==> src/rtl/mem_port_arbiter_if.sv <==
// Request/response bundle between the fetch and load/store requesters, the arbiter and memory.
// The arbiter uses the slave view; the surrounding environment uses the master view.
interface mem_port_arbiter_if #(
    parameter int unsigned ADDR_W = 32,
    parameter int unsigned DATA_W = 32
);
    logic                  if_req_valid;
    logic                  if_req_ready;
    logic [ADDR_W-1:0]     if_req_addr;
    logic                  if_rsp_valid;
    logic [DATA_W-1:0]     if_rsp_rdata;

    logic                  d_req_valid;
    logic                  d_req_ready;
    logic [ADDR_W-1:0]     d_req_addr;
    logic                  d_req_we;
    logic [DATA_W-1:0]     d_req_wdata;
    logic [DATA_W/8-1:0]   d_req_wstrb;
    logic                  d_rsp_valid;
    logic [DATA_W-1:0]     d_rsp_rdata;

    logic                  m_req_valid;
    logic                  m_req_ready;
    logic [ADDR_W-1:0]     m_req_addr;
    logic                  m_req_we;
    logic [DATA_W-1:0]     m_req_wdata;
    logic [DATA_W/8-1:0]   m_req_wstrb;
    logic                  m_rsp_valid;
    logic [DATA_W-1:0]     m_rsp_rdata;

    modport slave (
        input  if_req_valid, if_req_addr,
        output if_req_ready, if_rsp_valid, if_rsp_rdata,
        input  d_req_valid, d_req_addr, d_req_we, d_req_wdata, d_req_wstrb,
        output d_req_ready, d_rsp_valid, d_rsp_rdata,
        output m_req_valid, m_req_addr, m_req_we, m_req_wdata, m_req_wstrb,
        input  m_req_ready, m_rsp_valid, m_rsp_rdata
    );

    modport master (
        output if_req_valid, if_req_addr,
        input  if_req_ready, if_rsp_valid, if_rsp_rdata,
        output d_req_valid, d_req_addr, d_req_we, d_req_wdata, d_req_wstrb,
        input  d_req_ready, d_rsp_valid, d_rsp_rdata,
        input  m_req_valid, m_req_addr, m_req_we, m_req_wdata, m_req_wstrb,
        output m_req_ready, m_rsp_valid, m_rsp_rdata
    );
endinterface

==> src/rtl/mem_port_arbiter.sv <==
// Shares one memory port between instruction fetch and load/store, one transaction in flight.
// Optional WAIT-state timeout with sticky timeout_err: define MEM_ARB_TIMEOUT_EN.
module mem_port_arbiter #(
    parameter int unsigned ADDR_W      = 32,
    parameter int unsigned DATA_W      = 32,
    parameter int unsigned STARVE_MAX  = 4,
    parameter int unsigned TIMEOUT_CYC = 255
) (
    input  logic               clk,
    input  logic               rst_n,
    mem_port_arbiter_if.slave  bus,
`ifdef MEM_ARB_TIMEOUT_EN
    output logic               timeout_err,
`endif
    output logic               busy
);
    localparam int unsigned STRB_W = DATA_W / 8;
    localparam int unsigned CNT_W  = $clog2(STARVE_MAX + 1);

    typedef enum logic [1:0] {StIdle, StIssue, StWait} state_e;

    state_e              state_q, state_d;
    logic [CNT_W-1:0]    starve_cnt_q, starve_cnt_d;
    logic                owner_q, owner_d;  // 1: load/store owns the transaction
    logic [ADDR_W-1:0]   addr_q, addr_d;
    logic                we_q, we_d;
    logic [DATA_W-1:0]   wdata_q, wdata_d;
    logic [STRB_W-1:0]   wstrb_q, wstrb_d;
    logic                if_rsp_valid_q, if_rsp_valid_d;
    logic [DATA_W-1:0]   if_rsp_rdata_q, if_rsp_rdata_d;
    logic                d_rsp_valid_q, d_rsp_valid_d;
    logic [DATA_W-1:0]   d_rsp_rdata_q, d_rsp_rdata_d;
    logic                if_ready, d_ready;
    logic                rsp_fire;
    logic [DATA_W-1:0]   rsp_data;

`ifdef MEM_ARB_TIMEOUT_EN
    localparam int unsigned TO_W = $clog2(TIMEOUT_CYC + 1);
    logic [TO_W-1:0]     wait_cnt_q, wait_cnt_d;
    logic                timeout_q, timeout_d;
`else
    logic                unused_timeout_cfg;
    assign unused_timeout_cfg = ^TIMEOUT_CYC;
`endif

    always_comb begin
        state_d        = state_q;
        starve_cnt_d   = starve_cnt_q;
        owner_d        = owner_q;
        addr_d         = addr_q;
        we_d           = we_q;
        wdata_d        = wdata_q;
        wstrb_d        = wstrb_q;
        if_rsp_valid_d = 1'b0;
        if_rsp_rdata_d = if_rsp_rdata_q;
        d_rsp_valid_d  = 1'b0;
        d_rsp_rdata_d  = d_rsp_rdata_q;
        if_ready       = 1'b0;
        d_ready        = 1'b0;
        rsp_fire       = 1'b0;
        rsp_data       = bus.m_rsp_rdata;
`ifdef MEM_ARB_TIMEOUT_EN
        wait_cnt_d     = '0;
        timeout_d      = timeout_q;
`endif
        unique case (state_q)
            StIdle: begin
                if (bus.if_req_valid &&
                    (!bus.d_req_valid || starve_cnt_q == CNT_W'(STARVE_MAX))) begin
                    if_ready     = 1'b1;
                    owner_d      = 1'b0;
                    addr_d       = bus.if_req_addr;
                    we_d         = 1'b0;
                    wdata_d      = '0;
                    wstrb_d      = '0;
                    starve_cnt_d = '0;
                    state_d      = StIssue;
                end else if (bus.d_req_valid) begin
                    d_ready = 1'b1;
                    owner_d = 1'b1;
                    addr_d  = bus.d_req_addr;
                    we_d    = bus.d_req_we;
                    wdata_d = bus.d_req_wdata;
                    wstrb_d = bus.d_req_wstrb;
                    if (bus.if_req_valid && starve_cnt_q != CNT_W'(STARVE_MAX)) begin
                        starve_cnt_d = starve_cnt_q + 1'b1;
                    end
                    state_d = StIssue;
                end
            end
            StIssue: begin
                if (bus.m_req_ready) state_d = StWait;
            end
            StWait: begin
                if (bus.m_rsp_valid) begin
                    rsp_fire = 1'b1;
                    state_d  = StIdle;
                end
`ifdef MEM_ARB_TIMEOUT_EN
                else if (wait_cnt_q == TO_W'(TIMEOUT_CYC - 1)) begin
                    rsp_fire  = 1'b1;
                    rsp_data  = '1;
                    timeout_d = 1'b1;
                    state_d   = StIdle;
                end else begin
                    wait_cnt_d = wait_cnt_q + 1'b1;
                end
`endif
            end
            default: state_d = StIdle;
        endcase

        if (rsp_fire) begin
            if (owner_q) begin
                d_rsp_valid_d = 1'b1;
                d_rsp_rdata_d = rsp_data;
            end else begin
                if_rsp_valid_d = 1'b1;
                if_rsp_rdata_d = rsp_data;
            end
        end
    end

    always_ff @(posedge clk or negedge rst_n) begin
        if (!rst_n) begin
            state_q        <= StIdle;
            starve_cnt_q   <= '0;
            owner_q        <= 1'b0;
            addr_q         <= '0;
            we_q           <= 1'b0;
            wdata_q        <= '0;
            wstrb_q        <= '0;
            if_rsp_valid_q <= 1'b0;
            if_rsp_rdata_q <= '0;
            d_rsp_valid_q  <= 1'b0;
            d_rsp_rdata_q  <= '0;
        end else begin
            state_q        <= state_d;
            starve_cnt_q   <= starve_cnt_d;
            owner_q        <= owner_d;
            addr_q         <= addr_d;
            we_q           <= we_d;
            wdata_q        <= wdata_d;
            wstrb_q        <= wstrb_d;
            if_rsp_valid_q <= if_rsp_valid_d;
            if_rsp_rdata_q <= if_rsp_rdata_d;
            d_rsp_valid_q  <= d_rsp_valid_d;
            d_rsp_rdata_q  <= d_rsp_rdata_d;
        end
    end

`ifdef MEM_ARB_TIMEOUT_EN
    always_ff @(posedge clk or negedge rst_n) begin
        if (!rst_n) begin
            wait_cnt_q <= '0;
            timeout_q  <= 1'b0;
        end else begin
            wait_cnt_q <= wait_cnt_d;
            timeout_q  <= timeout_d;
        end
    end
    assign timeout_err = timeout_q;
`endif

    assign bus.if_req_ready = if_ready;
    assign bus.d_req_ready  = d_ready;
    assign bus.if_rsp_valid = if_rsp_valid_q;
    assign bus.if_rsp_rdata = if_rsp_rdata_q;
    assign bus.d_rsp_valid  = d_rsp_valid_q;
    assign bus.d_rsp_rdata  = d_rsp_rdata_q;
    assign bus.m_req_valid  = (state_q == StIssue);
    assign bus.m_req_addr   = addr_q;
    assign bus.m_req_we     = we_q;
    assign bus.m_req_wdata  = wdata_q;
    assign bus.m_req_wstrb  = wstrb_q;
    assign busy             = (state_q != StIdle);
endmodule

==> src/flat_wrapper.sv <==
// flat-port wrapper written by rule: the top's interface ports become plain ports
module mem_port_arbiter_flat 
#(
    parameter int unsigned ADDR_W      = 32,
    parameter int unsigned DATA_W      = 32,
    parameter int unsigned STARVE_MAX  = 4,
    parameter int unsigned TIMEOUT_CYC = 255
)
  (clk, rst_n, busy, bus_if_req_valid, bus_if_req_addr, bus_if_req_ready, bus_if_rsp_valid, bus_if_rsp_rdata, bus_d_req_valid, bus_d_req_addr, bus_d_req_we, bus_d_req_wdata, bus_d_req_wstrb, bus_d_req_ready, bus_d_rsp_valid, bus_d_rsp_rdata, bus_m_req_valid, bus_m_req_addr, bus_m_req_we, bus_m_req_wdata, bus_m_req_wstrb, bus_m_req_ready, bus_m_rsp_valid, bus_m_rsp_rdata);
  mem_port_arbiter_if #(.ADDR_W(ADDR_W), .DATA_W(DATA_W)) bus_i ();
  input  logic clk;
  input  logic rst_n;
  output logic busy;
  input wire logic [$bits(bus_i.if_req_valid)-1:0] bus_if_req_valid;
  input wire logic [$bits(bus_i.if_req_addr)-1:0] bus_if_req_addr;
  output wire logic [$bits(bus_i.if_req_ready)-1:0] bus_if_req_ready;
  output wire logic [$bits(bus_i.if_rsp_valid)-1:0] bus_if_rsp_valid;
  output wire logic [$bits(bus_i.if_rsp_rdata)-1:0] bus_if_rsp_rdata;
  input wire logic [$bits(bus_i.d_req_valid)-1:0] bus_d_req_valid;
  input wire logic [$bits(bus_i.d_req_addr)-1:0] bus_d_req_addr;
  input wire logic [$bits(bus_i.d_req_we)-1:0] bus_d_req_we;
  input wire logic [$bits(bus_i.d_req_wdata)-1:0] bus_d_req_wdata;
  input wire logic [$bits(bus_i.d_req_wstrb)-1:0] bus_d_req_wstrb;
  output wire logic [$bits(bus_i.d_req_ready)-1:0] bus_d_req_ready;
  output wire logic [$bits(bus_i.d_rsp_valid)-1:0] bus_d_rsp_valid;
  output wire logic [$bits(bus_i.d_rsp_rdata)-1:0] bus_d_rsp_rdata;
  output wire logic [$bits(bus_i.m_req_valid)-1:0] bus_m_req_valid;
  output wire logic [$bits(bus_i.m_req_addr)-1:0] bus_m_req_addr;
  output wire logic [$bits(bus_i.m_req_we)-1:0] bus_m_req_we;
  output wire logic [$bits(bus_i.m_req_wdata)-1:0] bus_m_req_wdata;
  output wire logic [$bits(bus_i.m_req_wstrb)-1:0] bus_m_req_wstrb;
  input wire logic [$bits(bus_i.m_req_ready)-1:0] bus_m_req_ready;
  input wire logic [$bits(bus_i.m_rsp_valid)-1:0] bus_m_rsp_valid;
  input wire logic [$bits(bus_i.m_rsp_rdata)-1:0] bus_m_rsp_rdata;
  assign bus_i.if_req_valid = bus_if_req_valid;
  assign bus_i.if_req_addr = bus_if_req_addr;
  assign bus_if_req_ready = bus_i.if_req_ready;
  assign bus_if_rsp_valid = bus_i.if_rsp_valid;
  assign bus_if_rsp_rdata = bus_i.if_rsp_rdata;
  assign bus_i.d_req_valid = bus_d_req_valid;
  assign bus_i.d_req_addr = bus_d_req_addr;
  assign bus_i.d_req_we = bus_d_req_we;
  assign bus_i.d_req_wdata = bus_d_req_wdata;
  assign bus_i.d_req_wstrb = bus_d_req_wstrb;
  assign bus_d_req_ready = bus_i.d_req_ready;
  assign bus_d_rsp_valid = bus_i.d_rsp_valid;
  assign bus_d_rsp_rdata = bus_i.d_rsp_rdata;
  assign bus_m_req_valid = bus_i.m_req_valid;
  assign bus_m_req_addr = bus_i.m_req_addr;
  assign bus_m_req_we = bus_i.m_req_we;
  assign bus_m_req_wdata = bus_i.m_req_wdata;
  assign bus_m_req_wstrb = bus_i.m_req_wstrb;
  assign bus_i.m_req_ready = bus_m_req_ready;
  assign bus_i.m_rsp_valid = bus_m_rsp_valid;
  assign bus_i.m_rsp_rdata = bus_m_rsp_rdata;
  mem_port_arbiter #(.ADDR_W(ADDR_W), .DATA_W(DATA_W), .STARVE_MAX(STARVE_MAX), .TIMEOUT_CYC(TIMEOUT_CYC)) u_core (.clk(clk), .rst_n(rst_n), .bus(bus_i), .busy(busy));
endmodule
==> config.mk <==
export PLATFORM = sky130hd
export DESIGN_NAME = mem_port_arbiter_flat
export DESIGN_NICKNAME = d
export VERILOG_FILES = /design/src/rtl/mem_port_arbiter_if.sv /design/src/rtl/mem_port_arbiter.sv /design/src/flat_wrapper.sv
export SDC_FILE = /design/constraint.sdc
export NUM_CORES = 1
export LEC_CHECK = 0
export ABC_AREA = 1
export CORE_ASPECT_RATIO = 0.9
export CORE_MARGIN = 5
export CORE_UTILIZATION = 40
export DETAILED_ROUTE_END_ITERATION = 8
export PLACE_DENSITY_LB_ADDON = 0.15
export SLEW_MARGIN = 20
export SYNTH_ARGS = -nofsm -noshare
export SYNTH_HDL_FRONTEND = slang
export SYNTH_SLANG_ARGS = --single-unit
==> constraint.sdc <==
create_clock -name clk -period 1.5 [get_ports clk]
set_clock_uncertainty 0.05 [all_clocks]
set_input_delay 0.225 -clock clk [delete_from_list [all_inputs] [get_ports clk]]
set_output_delay 0.225 -clock clk [all_outputs]
set_load 0.01 [all_outputs]
==> metrics.csv, run 1 <==
stage;metric;value;unit
outcome;status;finished, violations left;
outcome;failing checks;negative setup slack;
die;height of the chip;127.1;µm
clock_network;H-tree depth;4;
route;ANT nets after route;0;
power_and_ir_drop;power density cells;1810;mW/mm²
layout;Post-Layout Cell Count;1235;
global_route;largest net degree at the start of global routing;47;
critical_path;CP Launch Type;flop;
timing;Fin. Hold Viols;0;
power_and_ir_drop;Max VDD drop;1.017;mV
route;Initial DRC Count;199;
clock_network;CTS Buf Count;17;
route;Post-Route WL;19310;µm
layout;area delta synth->final;68.99;%
layout;n_diodes;0;
global_route;vias in the first global route;5532;
placed_design;post-DP HPWL;12800;µm
placed_design;placed cell count;1182;
global_route;first-pass GRT wire length;29220;µm
timing;final setup margin;-0.2288;ns
yosys;synthesized flop and latch total;141;
yosys;synthesized area;0.006096;mm²
critical_path;critical path required time;1.22;ns
die;area of the core;0.01482;mm²
clock_network;deepest clock path buffer count;2;
yosys;Mean Syn Cell Area;8.431;µm²
global_route;global-route usage over all layers;20.44;%
run;Max Cap Viol;0;
timing;final period utilization;115.3;%
route;DRC viols;0;
clock_network;Clock Latency Late Sink;0.41;ns
yosys;Unique masters post-synth;18;
timing;fmax;578.4;MHz
clock_network;CTS tree;built;
die;# IOs;278;
critical_path;Crit Path Max Fanout;4;
route;Vias;5838;
yosys;Ys Warns;0;
die;Die W;140.1;µm
route;Initial DRT Pass Iterations;4;
critical_path;Setup crit end kind;output port;
timing;pin slew with the least headroom to its limit;0.4316;ns
global_route;initial antenna violation count;0;
timing;Setup TNS;-6.037;ns
die;Starting Density;41.13;%
die;number of core rows;42;
layout;most frequent cells in the layout;nand2_1 (219), dfrtp_1 (140), clkdlybuf4s50_1 (137);
timing;Rel. slew slack;71.23;%
layout;most common cell after layout, fill and taps aside;nand2_1;
critical_path;Worst EP arrival;1.45;ns
placed_design;Port Buffers;277;
timing;RSZ-0062 raised after global routing;true;
clock_network;clk sinks;141;
timing;Max Slew Vio Count;0;
route;Routed WL per cell;15.63;µm
yosys;sequential share of the synthesized area;57.88;%
yosys;syn_nets;864;
die;die area;0.01781;mm²
min_path;hold crit path type;primary input to async pin;
route;vias per inst;4.727;
yosys;Gate Count Post-Synth;723;
layout;share of layout cells above drive strength 1;13.79;%
critical_path;Crit Path Class;flop to output port;
clock_network;Root Driver;clkbuf_16;
timing;minimum clock period;1.729;ns
clock_network;Clock transition at path regs;0.06;ns
timing;Final setup viols;75;
layout;# nets final;1165;
placed_design;Placer Congestion;0.7981;
layout;fill cell count;1226;
power_and_ir_drop;P_leak;5.583;nW
global_route;grt total ovfl;0;
-- flip-flops by register name, indices dropped and copies added, names as in the netlist --
register	count
u_core.bus.d_rsp_rdata	32
u_core.bus.d_rsp_valid	1
u_core.bus.if_rsp_rdata	32
u_core.bus.if_rsp_valid	1
u_core.bus.m_req_addr	32
u_core.bus.m_req_wdata	32
u_core.bus.m_req_we	1
u_core.bus.m_req_wstrb	4
u_core.owner_q	1
u_core.starve_cnt_q	3
u_core.state_q	2
-- power breakdown --
group,switching [mW],internal (mW)
Clock,1.63,2.62
Combinational,4.27,3.70
Sequential,0.880,5.54
-- cell type report --
type                    instances  area [µm²]  area share [%]
clock inverters                13       166.4           1.615
flip-flops and latches        141        3530           34.26
inverters                     110       417.9           4.057
well taps                     198       247.7           2.405
clock buffers                  19       432.9           4.203
multi-input cells             429        2195           21.30
repair buffers                325        3312           32.15
-- through the flow --
step                worst slack (ns)  utilization, %  hold slack, ns  instance area [µm²]  power [mW]
floorplan                    0.01540               -         -0.1206                 6098       10.02
global placement             -0.4310           61.89          0.1336                 9171       14.86
detailed placement           -0.4641           61.89          0.1233                 9171       15.01
CTS                          -0.2268           66.10          0.2608                 9796       18.44
global route                 -0.3032           69.51          0.2707                10300       19.92
finish                       -0.2288           69.51          0.2508                10300       18.64
-- per-layer routing --
metal  up-vias  share of wire (%)  GRT usage [%]  wire, µm
li1       2840                  -              -         -
met4         0                2.5          7.123       492
met5         -                  0              0         0
met1      2743                 41          25.70      7901
met3        30                8.6          7.549      1662
met2       225                 48          32.76      9252
-- cell usage after synthesis --
cell	n	area (µm²)
clkbuf_1	8	30.03
inv_2	2	7.510
dfrtp_1	141	3528
buf_2	17	85.08
nand2_1	244	915.9
buf_6	7	78.83
buf_4	11	82.58
inv_1	108	405.4
nor2_4	1	11.26
nor2_1	2	7.510
ha_1	2	25.02
nor2_2	1	6.260
xor2_1	1	8.760
nand3_1	107	535.5
nand2_2	1	6.260
o21ai_1	52	260.3
o21ai_4	1	16.27
o21ai_0	17	85.08
-- final timing paths --
kind,from,end,slack [ns],cells after the start
max reg2reg,u_core.starve_cnt_q[1],u_core.bus.m_req_addr[10],-0.15,12
max,u_core.starve_cnt_q[1],bus_d_req_ready,-0.23,8
min reg2reg,u_core.bus.m_req_addr[9],u_core.bus.m_req_addr[9],0.41,2
min,rst_n,u_core.bus.if_rsp_rdata[8],0.25,2
min in group clk,bus_d_req_wdata[10],u_core.bus.m_req_wdata[10],0.31,3
max in group asynchronous,rst_n,u_core.bus.m_req_addr[0],0.61,3
-- what timing repair did --
item                       in CTS  in global routing
gates cloned                    2                  7
hold buffers                    1                  0
pin swaps                       3                 21
setup endpoints to repair     195                 76
hold endpoints to repair       34                  0
setup buffers                   7                  6
resized for setup             180                 83
-- cells by family (layout without fill, tap and decap cells) --
group / after synthesis / in the layout / synth area share (%)
AND/OR/NAND/NOR: 356 / 356 / 24.32
buffers and inverters: 153 / 467 / 11.31
flip-flops: 141 / 141 / 57.88
AO/OA/AOI/OAI: 70 / 70 / 5.932
adder cells (fa/ha/maj): 2 / 2 / 0.4104
XOR/XNOR: 1 / 1 / 0.1437
-- critical path, stage by stage (launching register included) --
cell and delay [ns]:
dfrtp_1 0.39, inv_2 0.09, ha_4 0.14, nand2_4 0.04, nand2_4 0.08, nand2_8 0.07
nand2_4 0.07, inv_2 0.04, buf_6 0.11
(Power assumes the default switching activity.)
==> run 2: changes to the inputs <==
--- a/config.mk
+++ b/config.mk
@@ -5,7 +5,6 @@
 export SDC_FILE = /design/constraint.sdc
 export NUM_CORES = 1
 export LEC_CHECK = 0
-export ABC_AREA = 1
 export CORE_ASPECT_RATIO = 0.9
 export CORE_MARGIN = 5
 export CORE_UTILIZATION = 40
@@ -15,3 +14,4 @@
 export SYNTH_ARGS = -nofsm -noshare
 export SYNTH_HDL_FRONTEND = slang
 export SYNTH_SLANG_ARGS = --single-unit
+export TNS_END_PERCENT = 50
==> metrics.csv, run 2 <==
stage;metric;value;unit;change
timing;Min Hold Slack;0.1177;ns;was 0.2508 ns
route;ANT nets after route;0;;unchanged
critical_path;critical path required time;1.22;ns;about the same
yosys;Synth Flop Type;dfrtp_1;;unchanged
power_and_ir_drop;Sequential Power Share;32.4;%;was 34.4%
clock_network;deepest clock path buffer count;2;;unchanged
critical_path;Worst R2R Setup Slack;-0.21;ns;was -0.15 ns
placed_design;Placer Congestion;0.8308;;was 0.7981
timing;RSZ-0062 raised after global routing;true;;unchanged
timing;final setup margin;-0.2550;ns;was -0.2288 ns
route;Post-Route WL;19170;µm;was 19310 µm
global_route;vias in the first global route;5421;;was 5532
timing;Rel. slew slack;51.20;%;was 71.23%
clock_network;Clock transition at path regs;0.06;ns;about the same
critical_path;Crit path top cell by count;buf_6;;was nand2_4
global_route;grt total ovfl;0;;unchanged
die;Starting Density;40.33;%;was 41.13%
power_and_ir_drop;Internal;13.36;mW;was 11.87 mW
critical_path;Worst EP arrival;1.48;ns;was 1.45 ns
yosys;Mean Syn Cell Area;13.03;µm²;was 8.431 µm²
layout;most frequent cells in the layout;dfrtp_1 (141), clkdlybuf4s50_1 (137), dlygate4sd2_1 (135);;was nand2_1 (219), dfrtp_1 (140), clkdlybuf4s50_1 (137)
die;area of the core;0.01450;mm²;was 0.01482 mm²
die;Die W;137.5;µm;was 140.1 µm
die;die area;0.01715;mm²;was 0.01781 mm²
timing;minimum clock period;1.755;ns;was 1.729 ns
min_path;hold crit path type;primary input to async pin;;unchanged
power_and_ir_drop;Clk pwr share;20.3;%;was 22.8%
critical_path;Buf/Inv on CP;3;;unchanged
yosys;most common cell in the netlist;dfrtp_1;;was nand2_1
yosys;synthesized flop and latch total;141;;unchanged
yosys;Synth top cells by count;dfrtp_1 (141), a22o_1 (39), o21ai_0 (34);;was nand2_1 (244), dfrtp_1 (141), inv_1 (108)
power_and_ir_drop;Net Sw Frac;33.16;%;was 36.35%
clock_network;CTS tree;built;;unchanged
clock_network;Root Driver;clkbuf_16;;unchanged
critical_path;worst path cell trace;inv_2, ha_4, buf_6, nand3_2, and3_4, buf_6;;was inv_2, ha_4, nand2_4, nand2_4, nand2_8, nand2_4, inv_2, buf_6
global_route;initial antenna violation count;0;;unchanged
placed_design;Port Buffers;277;;unchanged
global_route;largest net degree at the start of global routing;92;;was 47
critical_path;Setup crit end kind;output port;;unchanged
clock_network;Clock Latency Late Sink;0.40;ns;was 0.41 ns
layout;n_diodes;0;;unchanged
critical_path;Slowest Stage Delay on Critical Path;0.39;ns;about the same
yosys;sequential share of the synthesized area;60.32;%;was 57.88%
die;height of the chip;124.7;µm;was 127.1 µm
placed_design;post-DP HPWL;12710;µm;was 12800 µm
critical_path;CP Launch Type;flop;;unchanged
layout;most common cell after layout, fill and taps aside;dfrtp_1;;was nand2_1
run;Max Cap Viol;0;;unchanged
route;DRC viols;0;;unchanged
route;vias per inst;5.238;;was 4.727
clock_network;H-tree depth;4;;unchanged
critical_path;Crit Path Class;flop to output port;;unchanged
layout;# nets final;901;;was 1165
yosys;Gate Count Post-Synth;449;;was 723
yosys;synthesized area;0.005849;mm²;was 0.006096 mm²
timing;Max Slew Vio Count;0;;unchanged
power_and_ir_drop;Pwr Total;19.99;mW;was 18.64 mW
route;Initial DRC Count;272;;was 199
power_and_ir_drop;power density cells;1994;mW/mm²;was 1810 mW/mm²
layout;area delta synth->final;71.42;%;was 68.99%
global_route;global-route usage over all layers;22.54;%;was 20.44%
yosys;syn_nets;590;;was 864
power_and_ir_drop;combinational share of power;47.3;%;was 42.8%
timing;fmax;569.8;MHz;was 578.4 MHz
route;Vias;5081;;was 5838
route;Initial DRT Pass Iterations;5;;was 4
die;# IOs;278;;unchanged
timing;pin slew with the least headroom to its limit;0.7303;ns;was 0.4316 ns
yosys;Post-synth EDFFs;0;;unchanged
yosys;Unique masters post-synth;32;;was 18
timing;Setup TNS;-13.81;ns;was -6.037 ns
power_and_ir_drop;Max VDD drop;0.9787;mV;was 1.017 mV
clock_network;CTS Buf Count;17;;unchanged
timing;Final setup viols;114;;was 75
timing;final period utilization;117.0;%;was 115.3%
critical_path;Crit Path Max Fanout;2;;was 4
yosys;Async S/R FF share, synth;100.0;%;unchanged
power_and_ir_drop;P_leak;4.680;nW;was 5.583 nW
timing;Fin. Hold Viols;0;;unchanged
yosys;Ys Warns;0;;unchanged
outcome;failing checks;negative setup slack;;unchanged
yosys;Yosys top cell by area;dfrtp_1;;unchanged
outcome;status;finished, violations left;;unchanged
route;Routed WL per cell;19.76;µm;was 15.63 µm
critical_path;CP max stage cell;dfrtp_1;;unchanged
clock_network;clk sinks;141;;unchanged
layout;share of layout cells above drive strength 1;20.98;%;was 13.79%
yosys;Synth top area share;60.32;%;was 57.88%
placed_design;Setup WS pre-CTS;-0.6628;ns;was -0.4641 ns
yosys;largest cells by area after synthesis;dfrtp_1 (60%), mux2_1 (6.0%), a22o_1 (5.8%);;was dfrtp_1 (58%), nand2_1 (15%), nand3_1 (8.8%)
die;number of core rows;42;;unchanged
power_and_ir_drop;Net Sw Power;6.630;mW;was 6.777 mW
global_route;first-pass GRT wire length;30080;µm;was 29220 µm
critical_path;Worst path top cell family by delay;flip-flops;;unchanged
[run 2: worst paths after layout]
path / startpoint / end / cells past startpoint
min in group clk: bus_d_req_addr[18] / u_core.bus.m_req_addr[18] / 3
hold reg to reg: u_core.bus.if_rsp_rdata[22] / u_core.bus.if_rsp_rdata[22] / 1
setup / recovery: u_core.starve_cnt_q[0] / bus_d_req_ready / 6
setup reg to reg: u_core.state_q[1] / u_core.bus.m_req_wdata[27] / 9
hold / removal: rst_n / u_core.bus.if_rsp_rdata[6] / 2
max in group asynchronous: rst_n / u_core.bus.m_req_addr[1] / 3
[run 2: worst register-to-register path, cell delays in order, from the launching register on]
cell     delay, ns
dfrtp_1       0.39
buf_6         0.14
nor2_4        0.12
buf_6         0.11
buf_6         0.10
buf_6         0.11
nand2_8       0.09
buf_12        0.16
buf_12        0.12
a22o_1        0.20
[run 2: logic make-up after synthesis]
group           share of synthesized area [%]
buf+inv                                 4.791
mux                                     12.90
fa+ha+maj                              0.4277
compound gates                          13.71
simple gates                            7.850
flops                                   60.32
[run 2: what timing repair did]
| action | CTS | global route |
|---|---|---|
| hold buffers | 1 | 0 |
| endpoints found under the hold margin | 141 | 0 |
| buffers inserted | 15 | 3 |
| cloned | 10 | 1 |
| endpoints found under the setup margin | 241 | 139 |
| pin swaps | 9 | 15 |
| resized for setup | 220 | 8 |
[run 2: layout make-up]
cell class                      instances  area (µm²)
Fill cell                            1055        4477
Sequential cell                       141        3528
Timing Repair Buffer                  336        3423
Multi-Input combinational cell        258        2236
Clock buffer                           24       481.7
Tap cell                              198       247.7
Clock inverter                          7       87.58
Inverter                                6       22.52
[run 2: power by group through the flow]
stage               clock network [mW]  logic, mW  registers, mW
global placement                     0       8.66           6.44
floorplan                            0       3.08           7.25
finish                            4.06       9.47           6.47
detailed placement                   0       8.86           6.51
global route                      4.32       10.1           6.68
CTS                               4.12       9.54           6.45
[run 2: per-stage QoR]
step	util (%)	instances	cell area (µm²)
floorplan	-	449	5857
global placement	61.63	911	8939
detailed placement	61.66	911	8944
CTS	69.00	968	10010
global route	69.13	970	10030
finish	69.13	970	10030
[run 2: routing by layer]
metal	vias up	part of all wire (%)	GRT usage [%]
li1	2302	-	-
met1	2514	41	28.75
met2	232	48	35.36
met3	33	9.3	7.754
met4	0	2.5	8.216
met5	-	0	0
==> run 3: changes to the inputs <==
--- a/config.mk
+++ b/config.mk
@@ -10,6 +10,8 @@
 export CORE_UTILIZATION = 40
 export DETAILED_ROUTE_END_ITERATION = 8
 export PLACE_DENSITY_LB_ADDON = 0.15
+export SKIP_CTS_REPAIR_TIMING = 1
+export SKIP_LAST_GASP = 1
 export SLEW_MARGIN = 20
 export SYNTH_ARGS = -nofsm -noshare
 export SYNTH_HDL_FRONTEND = slang
==> metrics.csv, run 3 (synthesis results as in run 2) <==
stage;metric;value;unit;change
outcome;status;finished, violations left;;unchanged
outcome;failing checks;negative setup slack;;unchanged
critical_path;CP Launch Type;flop;;unchanged
placed_design;Port Buffers;277;;unchanged
die;Starting Density;40.33;%;unchanged
critical_path;reg2reg start;u_core.state_q[0];;was u_core.state_q[1]
timing;Max Slew Vio Count;0;;unchanged
global_route;grt met1 use;25.69;%;was 28.75%
layout;most frequent cells in the layout;clkdlybuf4s50_1 (237), dfrtp_1 (141), a22o_1 (39);;was dfrtp_1 (141), clkdlybuf4s50_1 (137), dlygate4sd2_1 (135)
power_and_ir_drop;power density cells;1999;mW/mm²;was 1994 mW/mm²
critical_path;cell depth of the worst flop-to-flop path;5;;was 9
power_and_ir_drop;Clk pwr share;20.6;%;was 20.3%
power_and_ir_drop;Internal;13.39;mW;was 13.36 mW
route;Initial DRT Pass Iterations;4;;was 5
timing;final setup margin;-0.2536;ns;was -0.2550 ns
timing;pin slew with the least headroom to its limit;0.7300;ns;was 0.7303 ns
global_route;initial antenna violation count;0;;unchanged
run;Max Cap Viol;0;;unchanged
global_route;met2 Use GR;31.49;%;was 35.36%
die;number of core rows;42;;unchanged
critical_path;Crit Path Max Fanout;3;;was 2
die;area of the core;0.01450;mm²;unchanged
clock_network;CTS Buf Count;17;;unchanged
critical_path;Worst R2R Setup Slack;-0.22;ns;was -0.21 ns
clock_network;CTS tree;built;;unchanged
clock_network;clk sinks;141;;unchanged
clock_network;deepest clock path buffer count;2;;unchanged
timing;Fin. Hold Viols;0;;unchanged
global_route;grt total ovfl;0;;unchanged
global_route;largest net degree at the start of global routing;92;;unchanged
clock_network;H-tree depth;4;;unchanged
power_and_ir_drop;combinational share of power;46.4;%;was 47.3%
layout;share of layout cells above drive strength 1;16.98;%;was 20.98%
die;# IOs;278;;unchanged
route;Routed WL per cell;19.06;µm;was 19.76 µm
power_and_ir_drop;Net Sw Frac;31.94;%;was 33.16%
route;Initial DRC Count;186;;was 272
global_route;vias in the first global route;5146;;was 5421
layout;utilization after layout;67.83;%;was 69.13%
route;DRC viols;0;;unchanged
min_path;hold crit path type;primary input to async pin;;unchanged
timing;Rel. slew slack;51.21;%;was 51.20%
layout;area delta synth->final;68.19;%;was 71.42%
layout;most common cell after layout, fill and taps aside;clkdlybuf4s50_1;;was dfrtp_1
timing;final period utilization;116.9;%;was 117.0%
global_route;global-route usage over all layers;20.40;%;was 22.54%
route;vias per inst;5.180;;was 5.238
timing;minimum clock period;1.754;ns;was 1.755 ns
clock_network;Clock transition at path regs;0.06;ns;about the same
critical_path;Worst EP arrival;1.48;ns;about the same
timing;RSZ-0062 raised after global routing;true;;unchanged
placed_design;dpl cell area;0.008944;mm²;unchanged
global_route;first-pass GRT wire length;27540;µm;was 30080 µm
timing;Final setup viols;205;;was 114
power_and_ir_drop;Sequential Power Share;33.0;%;was 32.4%
placed_design;Setup WS pre-CTS;-0.6628;ns;unchanged
clock_network;Clock Latency Late Sink;0.41;ns;was 0.40 ns
power_and_ir_drop;Net Sw Power;6.283;mW;was 6.630 mW
die;die area;0.01715;mm²;unchanged
layout;# nets final;883;;was 901
route;Post-Route WL;18150;µm;was 19170 µm
timing;fmax;570.3;MHz;was 569.8 MHz
global_route;Most Crowded Layer GR;met2;;unchanged
route;ANT nets after route;0;;unchanged
critical_path;Setup crit end kind;output port;;unchanged
power_and_ir_drop;Max VDD drop;0.9852;mV;was 0.9787 mV
critical_path;reg2reg end;u_core.bus.if_rsp_rdata[1];;was u_core.bus.m_req_wdata[27]
critical_path;CP startpoint;u_core.starve_cnt_q[0];;unchanged
die;Die W;137.5;µm;unchanged
placed_design;Placer Congestion;0.8308;;unchanged
power_and_ir_drop;P_leak;4.547;nW;was 4.680 nW
global_route;met3 usage;7.876;%;was 7.754%
layout;post-route cell area;0.009838;mm²;was 0.01003 mm²
power_and_ir_drop;Pwr Total;19.67;mW;was 19.99 mW
layout;fill cell count;1068;;was 1055
clock_network;Root Driver;clkbuf_16;;unchanged
layout;n_diodes;0;;unchanged
critical_path;Crit Path Class;flop to output port;;unchanged
route;Vias;4931;;was 5081
placed_design;post-DP HPWL;12710;µm;unchanged
die;height of the chip;124.7;µm;unchanged
critical_path;critical path required time;1.22;ns;about the same
run 3: cell types whose count changed in the layout (fill, tap and decap cells not counted), moves of 2 or more:
cell             previous run  this run
dlymetal6s2s_1              0        35
mux2_1                     10        25
buf_16                      8         0
buf_6                      19        11
dlygate4sd2_1             135         0
mux2_2                     21        24
mux2_4                     33        15
clkdlybuf4s50_1           137       237
clkbuf_16                  18        20
buf_12                     11         6
run 3: per-layer routing:
metal / up-vias / part of all wire (%) / wire length, µm
li1: 2262 / - / -
met1: 2414 / 40 / 7284
met2: 227 / 48 / 8721
met3: 28 / 9.6 / 1741
met4: 0 / 2.2 / 402
met5: - / 0 / 0
run 3: power groups by stage:
stage | combinational, mW | clock, mW | sequential, mW
final | 9.13 | 4.05 | 6.49
after global routing | 9.77 | 4.30 | 6.72
after CTS | 8.88 | 4.12 | 6.49
after detailed placement | 8.86 | 0 | 6.51
after global placement | 8.66 | 0 | 6.44
after floorplan | 3.08 | 0 | 7.25
run 3: worst max path at each step:
stage | endpoint | slack [ns]
after global placement | u_core.bus.m_req_addr[19] | -0.74
after floorplan | u_core.bus.m_req_addr[11] | 0.02
after global routing | bus_d_req_ready | -0.30
final | bus_d_req_ready | -0.25
after detailed placement | bus_if_req_ready | -0.66
after CTS | bus_if_req_ready | -0.81
run 3: worst max-delay path, stage by stage (launching register included):
cell and delay (ns):
dfrtp_1 0.39, inv_2 0.09, ha_4 0.16, buf_6 0.10, nand3_2 0.05, and3_4 0.16
buf_6 0.12
run 3: stage by stage:
| stage | hold slack [ns] | instances | setup TNS (ns) |
|---|---|---|---|
| CTS | -0.4794 | 942 | -32.40 |
| finish | 0.1132 | 952 | -21.14 |
| global route | 0.09163 | 952 | -32.04 |
| floorplan | -0.1206 | 449 | 0 |
| global placement | -0.03303 | 911 | -48.75 |
| detailed placement | -0.03262 | 911 | -41.10 |
run 3: final cells by class:
type	instances	area, µm²	share of cell area, %
clock inverters	7	87.58	0.8902
well taps	198	247.7	2.518
clock buffers	24	481.7	4.896
multi-input cells	258	2146	21.81
repair buffers	318	3324	33.79
inverters	6	22.52	0.2289
flip-flops and latches	141	3528	35.86
